===== src/rtl/fp_half_pkg.sv =====
// rtl/fp_half_pkg.sv - shared constants, state encoding and flag layout for the half-precision result packer
package fp_half_pkg;

   localparam int MANT_W = 12;
   localparam int EXP_W  = 6;
   localparam int BIAS   = 15;
   localparam int IEXP_W = 7;
   localparam int FRAC_W = 10;
   localparam int HALF_W = 16;
   localparam int FLAG_W = 4;

   localparam int FLAG_INEXACT   = 3;
   localparam int FLAG_OVERFLOW  = 2;
   localparam int FLAG_UNDERFLOW = 1;
   localparam int FLAG_ZERO      = 0;

   // Biased exponent at which the packed 5-bit field saturates to infinity.
   localparam logic [IEXP_W-1:0] EXP_INF = IEXP_W'(2 * BIAS + 1);

   localparam logic [HALF_W-2:0] HALF_INF_MAG  = 15'h7C00;
   localparam logic [HALF_W-2:0] HALF_ZERO_MAG = 15'h0000;

   typedef enum logic [1:0] {
      ST_IDLE  = 2'd0,
      ST_NORM  = 2'd1,
      ST_ROUND = 2'd2,
      ST_OUT   = 2'd3
   } state_t;

endpackage


===== src/rtl/fp_result_packer_if.sv =====
// rtl/fp_result_packer_if.sv - raw-result input channel and packed binary16 output channel
interface fp_result_packer_if;
   import fp_half_pkg::*;

   logic              in_valid;
   logic              in_ready;
   logic              in_sgn;
   logic [MANT_W-1:0] in_mant;
   logic [EXP_W-1:0]  in_exp;
   logic              out_valid;
   logic              out_ready;
   logic [HALF_W-1:0] out_half;
   logic [FLAG_W-1:0] out_flags;

   modport master (
      output in_valid, in_sgn, in_mant, in_exp, out_ready,
      input  in_ready, out_valid, out_half, out_flags
   );

   modport slave (
      input  in_valid, in_sgn, in_mant, in_exp, out_ready,
      output in_ready, out_valid, out_half, out_flags
   );

endinterface


===== src/rtl/fp_round_rne.sv =====
// rtl/fp_round_rne.sv - fraction rounding step; FP_ROUND_RNE_EN selects round-to-nearest-even, else truncate
module fp_round_rne
   import fp_half_pkg::*;
(
   input  logic [FRAC_W-1:0] frac,
   input  logic              guard,
   input  logic              sticky,
   output logic [FRAC_W-1:0] frac_rounded,
   output logic              carry
);

`ifdef FP_ROUND_RNE_EN
   logic inc;

   // Ties go to the even fraction: only round up on a tie when frac is odd.
   assign inc = guard & (sticky | frac[0]);
   assign {carry, frac_rounded} = {1'b0, frac} + {{FRAC_W{1'b0}}, inc};
`else
   logic unused_round;

   assign unused_round = guard | sticky;
   assign frac_rounded = frac;
   assign carry        = 1'b0;
`endif

endmodule


===== src/rtl/fp_result_packer.sv =====
// rtl/fp_result_packer.sv - normalise, round and pack a raw adder result into binary16 with flags
// Rounding mode chosen by FP_ROUND_RNE_EN (see fp_round_rne).
module fp_result_packer
   import fp_half_pkg::*;
(
   input logic               clk,
   input logic               rst,
   fp_result_packer_if.slave bus
);

   state_t state, state_nxt;

   logic              sgn_q;
   logic              guard_q;
   logic              sticky_q;
   logic [MANT_W-1:0] mant_q;
   logic [IEXP_W-1:0] exp_q;

   logic              norm_done;
   logic              is_zero;
   logic              is_denorm;
   logic              round_carry;
   logic [FRAC_W-1:0] frac_rounded;
   logic [IEXP_W-1:0] exp_final;
   logic [HALF_W-1:0] half_nxt;
   logic [FLAG_W-1:0] flags_nxt;
   logic [HALF_W-1:0] out_half_q;
   logic [FLAG_W-1:0] out_flags_q;

   assign is_zero   = (mant_q == '0);
   assign is_denorm = !is_zero && !mant_q[MANT_W-2];
   assign norm_done = is_zero || mant_q[MANT_W-2] || (exp_q <= IEXP_W'(1));

   always_ff @(posedge clk) begin
      if (rst) begin
         state <= ST_IDLE;
      end else begin
         state <= state_nxt;
      end
   end

   always_comb begin
      state_nxt = state;
      case (state)
         ST_IDLE:  if (bus.in_valid) state_nxt = ST_NORM;
         ST_NORM:  if (norm_done) state_nxt = ST_ROUND;
         ST_ROUND: state_nxt = ST_OUT;
         ST_OUT:   if (bus.out_ready) state_nxt = ST_IDLE;
         default:  state_nxt = ST_IDLE;
      endcase
   end

   always_comb begin
      bus.in_ready  = (state == ST_IDLE);
      bus.out_valid = (state == ST_OUT);
   end

   always_ff @(posedge clk) begin
      if (rst) begin
         sgn_q       <= 1'b0;
         guard_q     <= 1'b0;
         sticky_q    <= 1'b0;
         mant_q      <= '0;
         exp_q       <= '0;
         out_half_q  <= '0;
         out_flags_q <= '0;
      end else begin
         case (state)
            ST_IDLE: begin
               if (bus.in_valid) begin
                  sgn_q    <= bus.in_sgn;
                  sticky_q <= 1'b0;
                  // A carry-out is absorbed at load so NORM only ever shifts left.
                  if (bus.in_mant[MANT_W-1]) begin
                     mant_q  <= {1'b0, bus.in_mant[MANT_W-1:1]};
                     exp_q   <= {1'b0, bus.in_exp} + IEXP_W'(1);
                     guard_q <= bus.in_mant[0];
                  end else begin
                     mant_q  <= bus.in_mant;
                     exp_q   <= {1'b0, bus.in_exp};
                     guard_q <= 1'b0;
                  end
               end
            end
            ST_NORM: begin
               if (!norm_done) begin
                  mant_q <= {mant_q[MANT_W-2:0], 1'b0};
                  exp_q  <= exp_q - IEXP_W'(1);
               end
            end
            ST_ROUND: begin
               out_half_q  <= half_nxt;
               out_flags_q <= flags_nxt;
            end
            default: ;
         endcase
      end
   end

   fp_round_rne u_round (
      .frac         (mant_q[FRAC_W-1:0]),
      .guard        (guard_q),
      .sticky       (sticky_q),
      .frac_rounded (frac_rounded),
      .carry        (round_carry)
   );

   // A rounding carry leaves frac at zero; a denormal that carries becomes the smallest normal.
   assign exp_final = is_denorm ? {{(IEXP_W-1){1'b0}}, round_carry}
                                : exp_q + {{(IEXP_W-1){1'b0}}, round_carry};

   always_comb begin
      half_nxt                 = {sgn_q, exp_final[4:0], frac_rounded};
      flags_nxt                = '0;
      flags_nxt[FLAG_INEXACT]  = guard_q | sticky_q;
      if (is_zero) begin
         half_nxt             = {sgn_q, HALF_ZERO_MAG};
         flags_nxt[FLAG_ZERO] = 1'b1;
      end else if (exp_final >= EXP_INF) begin
         half_nxt                 = {sgn_q, HALF_INF_MAG};
         flags_nxt[FLAG_OVERFLOW] = 1'b1;
      end else if (exp_final[4:0] == 5'd0) begin
         flags_nxt[FLAG_UNDERFLOW] = 1'b1;
      end
   end

   assign bus.out_half  = out_half_q;
   assign bus.out_flags = out_flags_q;

endmodule

===== src/flat_wrapper.sv =====
// flat-port wrapper written by rule: the top's interface ports become plain ports
module fp_result_packer_flat import fp_half_pkg::*;
  (clk, rst, bus_in_valid, bus_in_sgn, bus_in_mant, bus_in_exp, bus_out_ready, bus_in_ready, bus_out_valid, bus_out_half, bus_out_flags);
  fp_result_packer_if bus_i ();
  input logic clk;
  input logic rst;
  input wire logic [$bits(bus_i.in_valid)-1:0] bus_in_valid;
  input wire logic [$bits(bus_i.in_sgn)-1:0] bus_in_sgn;
  input wire logic [$bits(bus_i.in_mant)-1:0] bus_in_mant;
  input wire logic [$bits(bus_i.in_exp)-1:0] bus_in_exp;
  input wire logic [$bits(bus_i.out_ready)-1:0] bus_out_ready;
  output wire logic [$bits(bus_i.in_ready)-1:0] bus_in_ready;
  output wire logic [$bits(bus_i.out_valid)-1:0] bus_out_valid;
  output wire logic [$bits(bus_i.out_half)-1:0] bus_out_half;
  output wire logic [$bits(bus_i.out_flags)-1:0] bus_out_flags;
  assign bus_i.in_valid = bus_in_valid;
  assign bus_i.in_sgn = bus_in_sgn;
  assign bus_i.in_mant = bus_in_mant;
  assign bus_i.in_exp = bus_in_exp;
  assign bus_i.out_ready = bus_out_ready;
  assign bus_in_ready = bus_i.in_ready;
  assign bus_out_valid = bus_i.out_valid;
  assign bus_out_half = bus_i.out_half;
  assign bus_out_flags = bus_i.out_flags;
  fp_result_packer u_core (.clk(clk), .rst(rst), .bus(bus_i));
endmodule

===== config.mk =====
export PLATFORM = sky130hd
export DESIGN_NAME = fp_result_packer_flat
export DESIGN_NICKNAME = d
export VERILOG_FILES = /design/src/rtl/fp_half_pkg.sv /design/src/rtl/fp_result_packer_if.sv /design/src/rtl/fp_round_rne.sv /design/src/rtl/fp_result_packer.sv /design/src/flat_wrapper.sv
export SDC_FILE = /design/constraint.sdc
export NUM_CORES = 1
export LEC_CHECK = 0
export CELL_PAD_IN_SITES_DETAIL_PLACEMENT = 1
export CELL_PAD_IN_SITES_GLOBAL_PLACEMENT = 2
export CORE_UTILIZATION = 31
export DETAILED_ROUTE_END_ITERATION = 7
export PLACE_DENSITY = 0.84
export SLEW_MARGIN = 10
export SYNTH_ARGS = -nofsm -noshare
export SYNTH_HDL_FRONTEND = slang
export SYNTH_HIERARCHICAL = 1
export SYNTH_SLANG_ARGS = --single-unit

===== constraint.sdc =====
create_clock -name clk -period 2.5 [get_ports clk]
set_input_delay 0.5 -clock clk [delete_from_list [all_inputs] [get_ports clk]]
set_output_delay 0.5 -clock clk [all_outputs]
set_load 0.1 [all_outputs]

After elaboration in Yosys (flattened, before gate mapping)
Cells that the tools add are included.

Output and inout port bits: 22. ROM bits: 0. Register bits after elaboration: 43. Logic and storage cells: 51. Input bits: 23. Bits in writable memories: 0. Memories kept: 0. Latch bits: 0.

Divide/modulo/power cells: 0. Magnitude comparators: 2. Add/sub/neg operators: 2. Equal/unequal tests: 7. Multiply operators: 0. Reductions and logical operators: 12. Shift-type cells: 0. Bitwise gates (word level): 0. Muxes and demuxes: 21.

Operators by type and width (count): $mux 15 (2); $mux 7 (4); $mux 12 (2); $pmux 12 s2 (1); $pmux 7 s2 (1); $logic_not 12->1 (1); $mux 11 (1); $mux 2 (4); $pmux 2 s4 (1); $add 6x1->7 const B (1); $ge 7x5->1 const B (1); $le 7x1->1 const B (1); $sub 7x1->7 const B (1); $ne 2x2->1 const B (3); $reduce_and 3->1 (2); $logic_not 5->1 (1); $mux 1 (5); $eq 2x2->1 const B (2); $eq 2x1->1 const B (1); $logic_not 1->1 (2); $logic_not 2->1 (1); $logic_or 1x1->1 (2); $ne 2x1->1 const B (1); $reduce_and 2->1 (1); 2 further kinds (2).

Longest topological paths before layout
Gate-level depths: netlist of run 1.

Depth in word-level cells: 8. Gate-level depth with buffers: 8. Gate-level depth less buffers: 7.

Modules after synthesis
The synthesis of run 1 kept the hierarchy.

Modules (own cells, without submodules): fp_result_packer (times used 1, sequential area each 860.8 µm², cells each 292, area each 2449.8 µm²); fp_round_rne (times used 1, sequential area each 0.0 µm², cells each 12, area each 86.3 µm²).

Worst setup path after synthesis of run 1
OpenSTA, ideal clock, no wires.

Kind: register -> register. Start point: reg u_core.state[0]. End point: reg u_core.mant_q[4]. Clock period less this slack: 2526 ps. Library setup time: 128 ps. Required time: 2372 ps. Slack: -26 ps. Path buffers: 1. Data arrival time: 2398 ps. Cell stages (with the launch flop): 9. Cells stage by stage: dfxtp_1 -> inv_1 -> ha_1 -> nand2_1 -> o21ai_0 -> a31o_1 -> buf_6 -> mux2i_1 -> nor2_1.

Word-level cells in the longest chain between the ends: 3. Elaborated cells on any way between the ends: 7. Classes of those cells: eq/ne: 3; mux: 1; reduce/logical: 3.

Ends and longest elaborated chain: start: declaration (line fp_result_packer.sv:11) `state_t state, state_nxt;`; start signal: assignment (line fp_result_packer.sv:38) `state <= state_nxt;`; $logic_not 2->1 (*); via bus_in_ready (line flat_wrapper.sv:12) `output wire logic [$bits(bus_i.in_ready)-1:0] bus_in_ready;`; $ne 2x2->1 (no source line) / $reduce_bool 2->1 (equally long branches); $reduce_and 3->1 (no source line); end signal: assignment (line fp_result_packer.sv:75) `mant_q <= {1'b0, bus.in_mant[MANT_W-1:1]};`; end signal: assignment (line fp_result_packer.sv:79) `mant_q <= bus.in_mant;`; end signal: assignment (line fp_result_packer.sv:87) `mant_q <= {mant_q[MANT_W-2:0], 1'b0};`; end: declaration (line fp_result_packer.sv:16) `logic [MANT_W-1:0] mant_q;`.

The timed path passes the listed nets; every way through them passes the cells marked *. A chain may end at the register's enable or synchronous reset.

Worst setup path in the final report of run 1
Start point: reg u_core.state[0]. End point: reg u_core.exp_q[6].

Word-level cells in the longest chain between the ends: 3. Elaborated cells on any way between the ends: 7. Classes of those cells: eq/ne: 3; mux: 1; reduce/logical: 3.

Ends and longest elaborated chain: $eq 2x1->1 / $logic_not 2->1 (equally long branches) (line fp_result_packer.sv:68) `case (state)`; $ne 2x2->1 (no source line) / $reduce_bool 2->1 (equally long branches); $reduce_and 3->1 (no source line); end signal: assignment (line fp_result_packer.sv:76) `exp_q <= {1'b0, bus.in_exp} + IEXP_W'(1);`; end signal: assignment (line fp_result_packer.sv:80) `exp_q <= {1'b0, bus.in_exp};`; end signal: assignment (line fp_result_packer.sv:88) `exp_q <= exp_q - IEXP_W'(1);`; end: declaration (line fp_result_packer.sv:17) `logic [IEXP_W-1:0] exp_q;`.

Several ways; a longest one is shown, not always the timed one.

==> flow_summary_export.csv, run 1 <==
group,metric,value,unit
status,status,"completed",
cells_and_area,diodes,0,
clocking,cts_resized,0,
detailed_routing,finalWirelength,6496,µm
sta,min_period,2.066,ns
power_and_ir_drop,p_int,1856,µW
power_and_ir_drop,seqPwrFrac,0.298,
sta,finalClockSkew,0.006277,ns
global_routing,grt_use_met1,0.2134,
placed_design,placed_cell_area,0.002947,mm²
clocking,cts_made_buffers,5,
clocking,clockBufferDepth,2,
clocking,cts_tree,"built",
yosys,syn-cell-area,0.002532,mm²
die,initial_core_util,0.3244,
die,core,0.007807,mm²
die,die_w,92.39,µm
detailed_routing,post_drt_wl_per_cell,14.86,µm
global_routing,overflow,0,
global_routing,grt_pass1_wl,10860,µm
clocking,cts.sinks,43,
clocking,ctsHoldBuffers,0,
global_routing,antenna_found_initial,0,
die,die_area,0.008535,mm²
sta,period_share,0.8265,
critical_path,cp.arrival,2.24,ns
cells_and_area,area_growth,20.80,%
sta,hold_viol,0,
worst_hold_path,worstHoldStart,"u_core/sgn_q",
global_routing,gr-max-usage-layer,"met2",
sta,fin_ws,0.4337,ns
critical_path,endpoint_kind,"flop",
placed_design,dp_slack,0.1828,ns
sta,rsz0062_at_grt,"false",
critical_path,crit_start,"u_core/state[0]",
detailed_routing,drc_errors,0,
critical_path,start_kind,"flop",
placed_design,io_buffers,44,
power_and_ir_drop,clkPwrFrac,0.152,
power_and_ir_drop,combPwrFrac,0.550,
clocking,h-tree-depth,2,
detailed_routing,drt-initial-drc-count,81,
detailed_routing,final_antenna_net_count,0,
power_and_ir_drop,leakage,0.001205,µW
critical_path,worstSetupPathType,"flop to flop",
clocking,cts_root_buf,"clkbuf_8",
critical_path,critPathRequiredTime,2.68,ns
yosys,syn_nets,335,
clocking,clkTransAtPathRegs,0.09,ns
yosys,yosysWarningCount,6,
sta,fmax,484.0,MHz
worst_hold_path,hold_class,"flop to flop",
clocking,clkLatencyLatePin,0.30,ns
power_and_ir_drop,powerDensity,1199,mW/mm²
cells_and_area,drive_gt1_frac,0.1493,
placed_design,place_congestion,0.8142,
run,drv_cap,0,
cells_and_area,nets,366,
yosys,synthCells,303,
power_and_ir_drop,netSwitchingPower,1813,µW
die,core.rowCount,32,
critical_path,worstPathMaxFanout,7,
die,ioPinCount,45,
detailed_routing,viasPerCell,5.126,
placed_design,place_hpwl,4875,µm
sta,hold_ws,0.4678,ns
global_routing,grt_start_max_net_pins,38,
cells_and_area,fin_area,0.003059,mm²
cells_and_area,fillers,942,
sta,fin_setup_tns,0,ns
yosys,avgSynthCellArea,8.358,µm²
sta,drv_slew,0,
clocking,post-cts-setup-buffers,0,
global_routing,met2_usage,0.2605,
critical_path,regToRegStartpoint,"u_core/state[0]",
detailed_routing,first_pass_iters,4,
global_routing,met3_usage,0.02791,
sta,setup_viol,0,
detailed_routing,vias,2240,
sta,relSlewSlack,0.4980,
power_and_ir_drop,peakVddDrop,0.8673,mV
power_and_ir_drop,power,3669,µW
die,die_y,92.39,µm
power_and_ir_drop,swShare,0.4942,
sta,tightest_slew,0.7502,ns
global_routing,grt_pass1_vias,2216,
critical_path,reg2reg_setup_slack,0.43,ns
global_routing,grt_use_total,0.1599,
==> flip-flops by register name (all words and copies together) (netlist names) <==
register,flops
u_core/mant_q,12
u_core/bus.out_flags,4
u_core/state,2
u_core/bus.out_half,16
u_core/sgn_q,1
u_core/guard_q,1
u_core/exp_q,7
==> final cells by class <==
cell class	instances	area, µm²	area share
Multi-Input combinational cell	220	1455	0.4757
Timing Repair Buffer	52	457.9	0.1497
Tap cell	102	127.6	0.04172
Clock buffer	5	68.82	0.02249
Inverter	12	45.04	0.01472
Sequential cell	43	860.8	0.2814
Clock inverter	3	43.79	0.01431
==> final timing paths <==
kind	to	cells after the start
min reg2reg	u_core/sgn_q	2
min	u_core/sgn_q	2
max	u_core/exp_q[6]	6
max reg2reg	u_core/exp_q[6]	6
==> per-layer routing <==
| layer | routed length (µm) | up-vias |
|---|---|---|
| li1 | - | 1127 |
| met1 | 3175 | 1069 |
| met2 | 3047 | 36 |
| met3 | 181 | 8 |
| met4 | 91 | 0 |
| met5 | 0 | - |
==> through the flow <==
stage / util / instances
2_1_floorplan: - / 303
3_3_place_gp: 0.3774 / 429
3_5_place_dp: 0.3774 / 429
4_1_cts: 0.3918 / 437
5_1_grt: 0.3918 / 437
6_report: 0.3918 / 437
==> critical path, cell delays in order, from the launching register on <==
cell and delay (ns):
dfxtp_1 0.39, inv_1 0.09, ha_2 0.23, o21ai_0 0.44, nand4_1 0.31, o311ai_0 0.36
o21ai_0 0.13
==> layout by cell type, fill, tap and decap left out, types with 9 or more instances in the layout <==
cell              n
buf_4            29
a32oi_1          10
dfxtp_1          43
nor2_1           26
clkdlybuf4s50_1  22
inv_1            11
nand2_1          35
a21oi_1           9
mux2i_1          28
o21ai_0          31
==> power by group through the flow <==
stage                     clock (µW)  sequential [µW]  combinational [µW]
after global routing             600             1120                2220
after detailed placement           0             1110                2030
final                            556             1090                2020
after floorplan                    0             1210                1520
after CTS                        572             1100                2050
after global placement             0             1100                1980
Power figures use the tool's default switching activity.
==> run 2, diff against run 1 <==
- CORE_UTILIZATION: 31 -> 28
- PLACE_DENSITY: 0.84 -> 0.81
- clock period: 2.5 -> 1.8 ns (I/O delays scaled with it)
==> run 2 against run 1 <==
Net effect:
- maximum frequency increased by 17%
- global-route usage decreased by 0.82 points
- via count rose by 6.8%
- flip-flop and latch count unchanged
- wire length rose by 7.7%
- non-clock buffer count is 35 higher
- first-iteration DRC count shrank 37%
- clock skew rose by 0.0014 ns
- count of clock-buffer cells in the layout unchanged
- sequential share of layout area shrank 4.9 points
- largest power group unchanged
==> flow_summary_export.csv, run 2 (synthesized netlist as in run 1, its figures left out) <==
group,metric,value,unit
cells_and_area,nets,401,
critical_path,slowest_stage,"dfxtp_2",
sta,min_period,1.759,ns
global_routing,grt_use_total,0.1517,
power_and_ir_drop,leakage,0.001462,µW
cells_and_area,final_common_cell,"dfxtp_1",
worst_hold_path,hold_path_end,"u_core/guard_q",
worst_hold_path,min_path_cells,2,
critical_path,cp.arrival,1.93,ns
sta,drv_slew,0,
cells_and_area,final_cell_mix,"41 x dfxtp_1, 40 x buf_4, 33 x nand2_1",
cells_and_area,fin_area,0.003715,mm²
critical_path,crit_path_cell_trace,"inv_1, ha_1, o21bai_4, a31oi_4, nand4_1, o311ai_1, o21ai_0",
clocking,ctsHoldBuffers,0,
clocking,clkLatencyLatePin,0.29,ns
clocking,h-tree-depth,2,
critical_path,worstPathMaxFanout,4,
placed_design,placed_cell_area,0.003542,mm²
cells_and_area,multi_input_area,0.001538,mm²
placed_design,place_hpwl,5361,µm
critical_path,crit_start,"u_core/exp_q[1]",
clocking,cts_tree,"built",
sta,setup_viol,0,
clocking,clockBufferDepth,2,
global_routing,antenna_found_initial,0,
worst_hold_path,hold_class,"flop to flop",
sta,period_share,0.9770,
placed_design,place_congestion,0.8469,
power_and_ir_drop,power,6215,µW
critical_path,start_kind,"flop",
critical_path,critPathRequiredTime,1.97,ns
detailed_routing,post_drt_wl_per_cell,14.63,µm
detailed_routing,finalWirelength,6995,µm
critical_path,reg2reg_setup_slack,0.04,ns
detailed_routing,drc_errors,0,
sta,finalClockSkew,0.007705,ns
cells_and_area,fillers,1004,
critical_path,critPathTopFamily,"compound AO/OA/AOI/OAI gates",
detailed_routing,first_pass_iters,4,
cells_and_area,regArea,863.3,µm²
global_routing,overflow,0,
cells_and_area,drive_gt1_frac,0.2676,
cells_and_area,largest_register_ffs,16,
clocking,cts_root_buf,"clkbuf_8",
die,core,0.008721,mm²
die,core.rowCount,34,
clocking,cts.sinks,43,
cells_and_area,diodes,0,
die,die_y,97.10,µm
critical_path,regToRegStartpoint,"u_core/exp_q[1]",
global_routing,grt_start_max_net_pins,22,
clocking,clkTransAtPathRegs,0.09,ns
clocking,cts_made_buffers,5,
sta,fmax,568.6,MHz
sta,rsz0062_at_grt,"true",
cells_and_area,area_growth,46.69,%
sta,hold_viol,0,
detailed_routing,vias,2392,
global_routing,grt_pass1_wl,11920,µm
power_and_ir_drop,powerDensity,1673,mW/mm²
power_and_ir_drop,peakVddDrop,1.417,mV
detailed_routing,viasPerCell,5.004,
run,drv_cap,0,
status,status,"completed",
die,die_w,97.10,µm
detailed_routing,final_antenna_net_count,0,
die,die_area,0.009428,mm²
critical_path,endpoint_kind,"flop",
detailed_routing,drt-initial-drc-count,51,
global_routing,grt_pass1_vias,2502,
critical_path,path_buf_inv,1,
critical_path,critPathMaxStageDelay,0.33,ns
die,ioPinCount,45,
critical_path,rr_worst_depth,7,
worst_hold_path,worstHoldStart,"u_core/guard_q",
critical_path,worstSetupPathType,"flop to flop",
critical_path,r2r_end,"u_core/exp_q[6]",
placed_design,io_buffers,44,
die,initial_core_util,0.2904,
run 2: cell types whose count changed in the layout (fill, tap and decap cells not counted), sizes merged:
cell / delta
buf: +35
run 2: routing by layer:
metal  part of all wire  wire (µm)  GRT usage
met1               0.47       3261     0.1902
met2               0.50       3492     0.2698
met3              0.025        174    0.02518
met4             0.0094         66    0.03559
met5                  0          0          0
run 2: report_power, final:
part | switching, µW | internal, µW | total (µW)
combinational | 2260 | 1780 | 4040
sequential | 211 | 1190 | 1400
clock | 365 | 414 | 779
total | 2830 | 3380 | 6220
run 2: per-stage QoR:
stage | hold WS [ns] | setup TNS, ns | std cells | worst slack, ns | utilization
finish | 0.4779 | 0 | 478 | 0.04137 | 0.4260
global route | 0.5080 | -0.1311 | 478 | -0.05160 | 0.4260
CTS | 0.4848 | 0 | 477 | 0.003821 | 0.4205
detailed placement | 0.4743 | -1.250 | 469 | -0.1695 | 0.4062
global placement | 0.4487 | -0.4400 | 469 | -0.05785 | 0.4062
floorplan | 0.4316 | 0 | 303 | 0.01702 | -
run 2: repair_timing:
item | in CTS | in global routing
buffers inserted | 0 | 1
hold endpoints to repair | 0 | 0
endpoints found under the setup margin | 12 | 33
pin swaps | 0 | 6
resized for setup | 3 | 12
run 2: worst min-delay path, stage by stage (launching register included):
cell and delay [ns]:
dfxtp_1 0.32, nand2_1 0.05, a21oi_1 0.05
run 2: worst max-delay path by stage:
stage | depth (start not counted) | endpoint
detailed placement | 6 | u_core/exp_q[6]
global placement | 7 | u_core/state[1]
finish | 7 | u_core/exp_q[6]
CTS | 7 | u_core/exp_q[6]
global route | 8 | u_core/exp_q[2]
floorplan | 8 | u_core/exp_q[1]
run 2: area by class of cell:
cell class	instances	share of cell area
clock inverters	3	0.01179
repair buffers	87	0.2748
multi-input cells	220	0.4139
inverters	12	0.01213
well taps	108	0.03638
clock buffers	5	0.01852
flip-flops and latches	43	0.2324
==> run 3, diff against run 2 <==
- HOLD_SLACK_MARGIN: not set -> 0.08
==> results of run 3 <==
The final DEF is identical to that of run 2; final timing and power are the same.
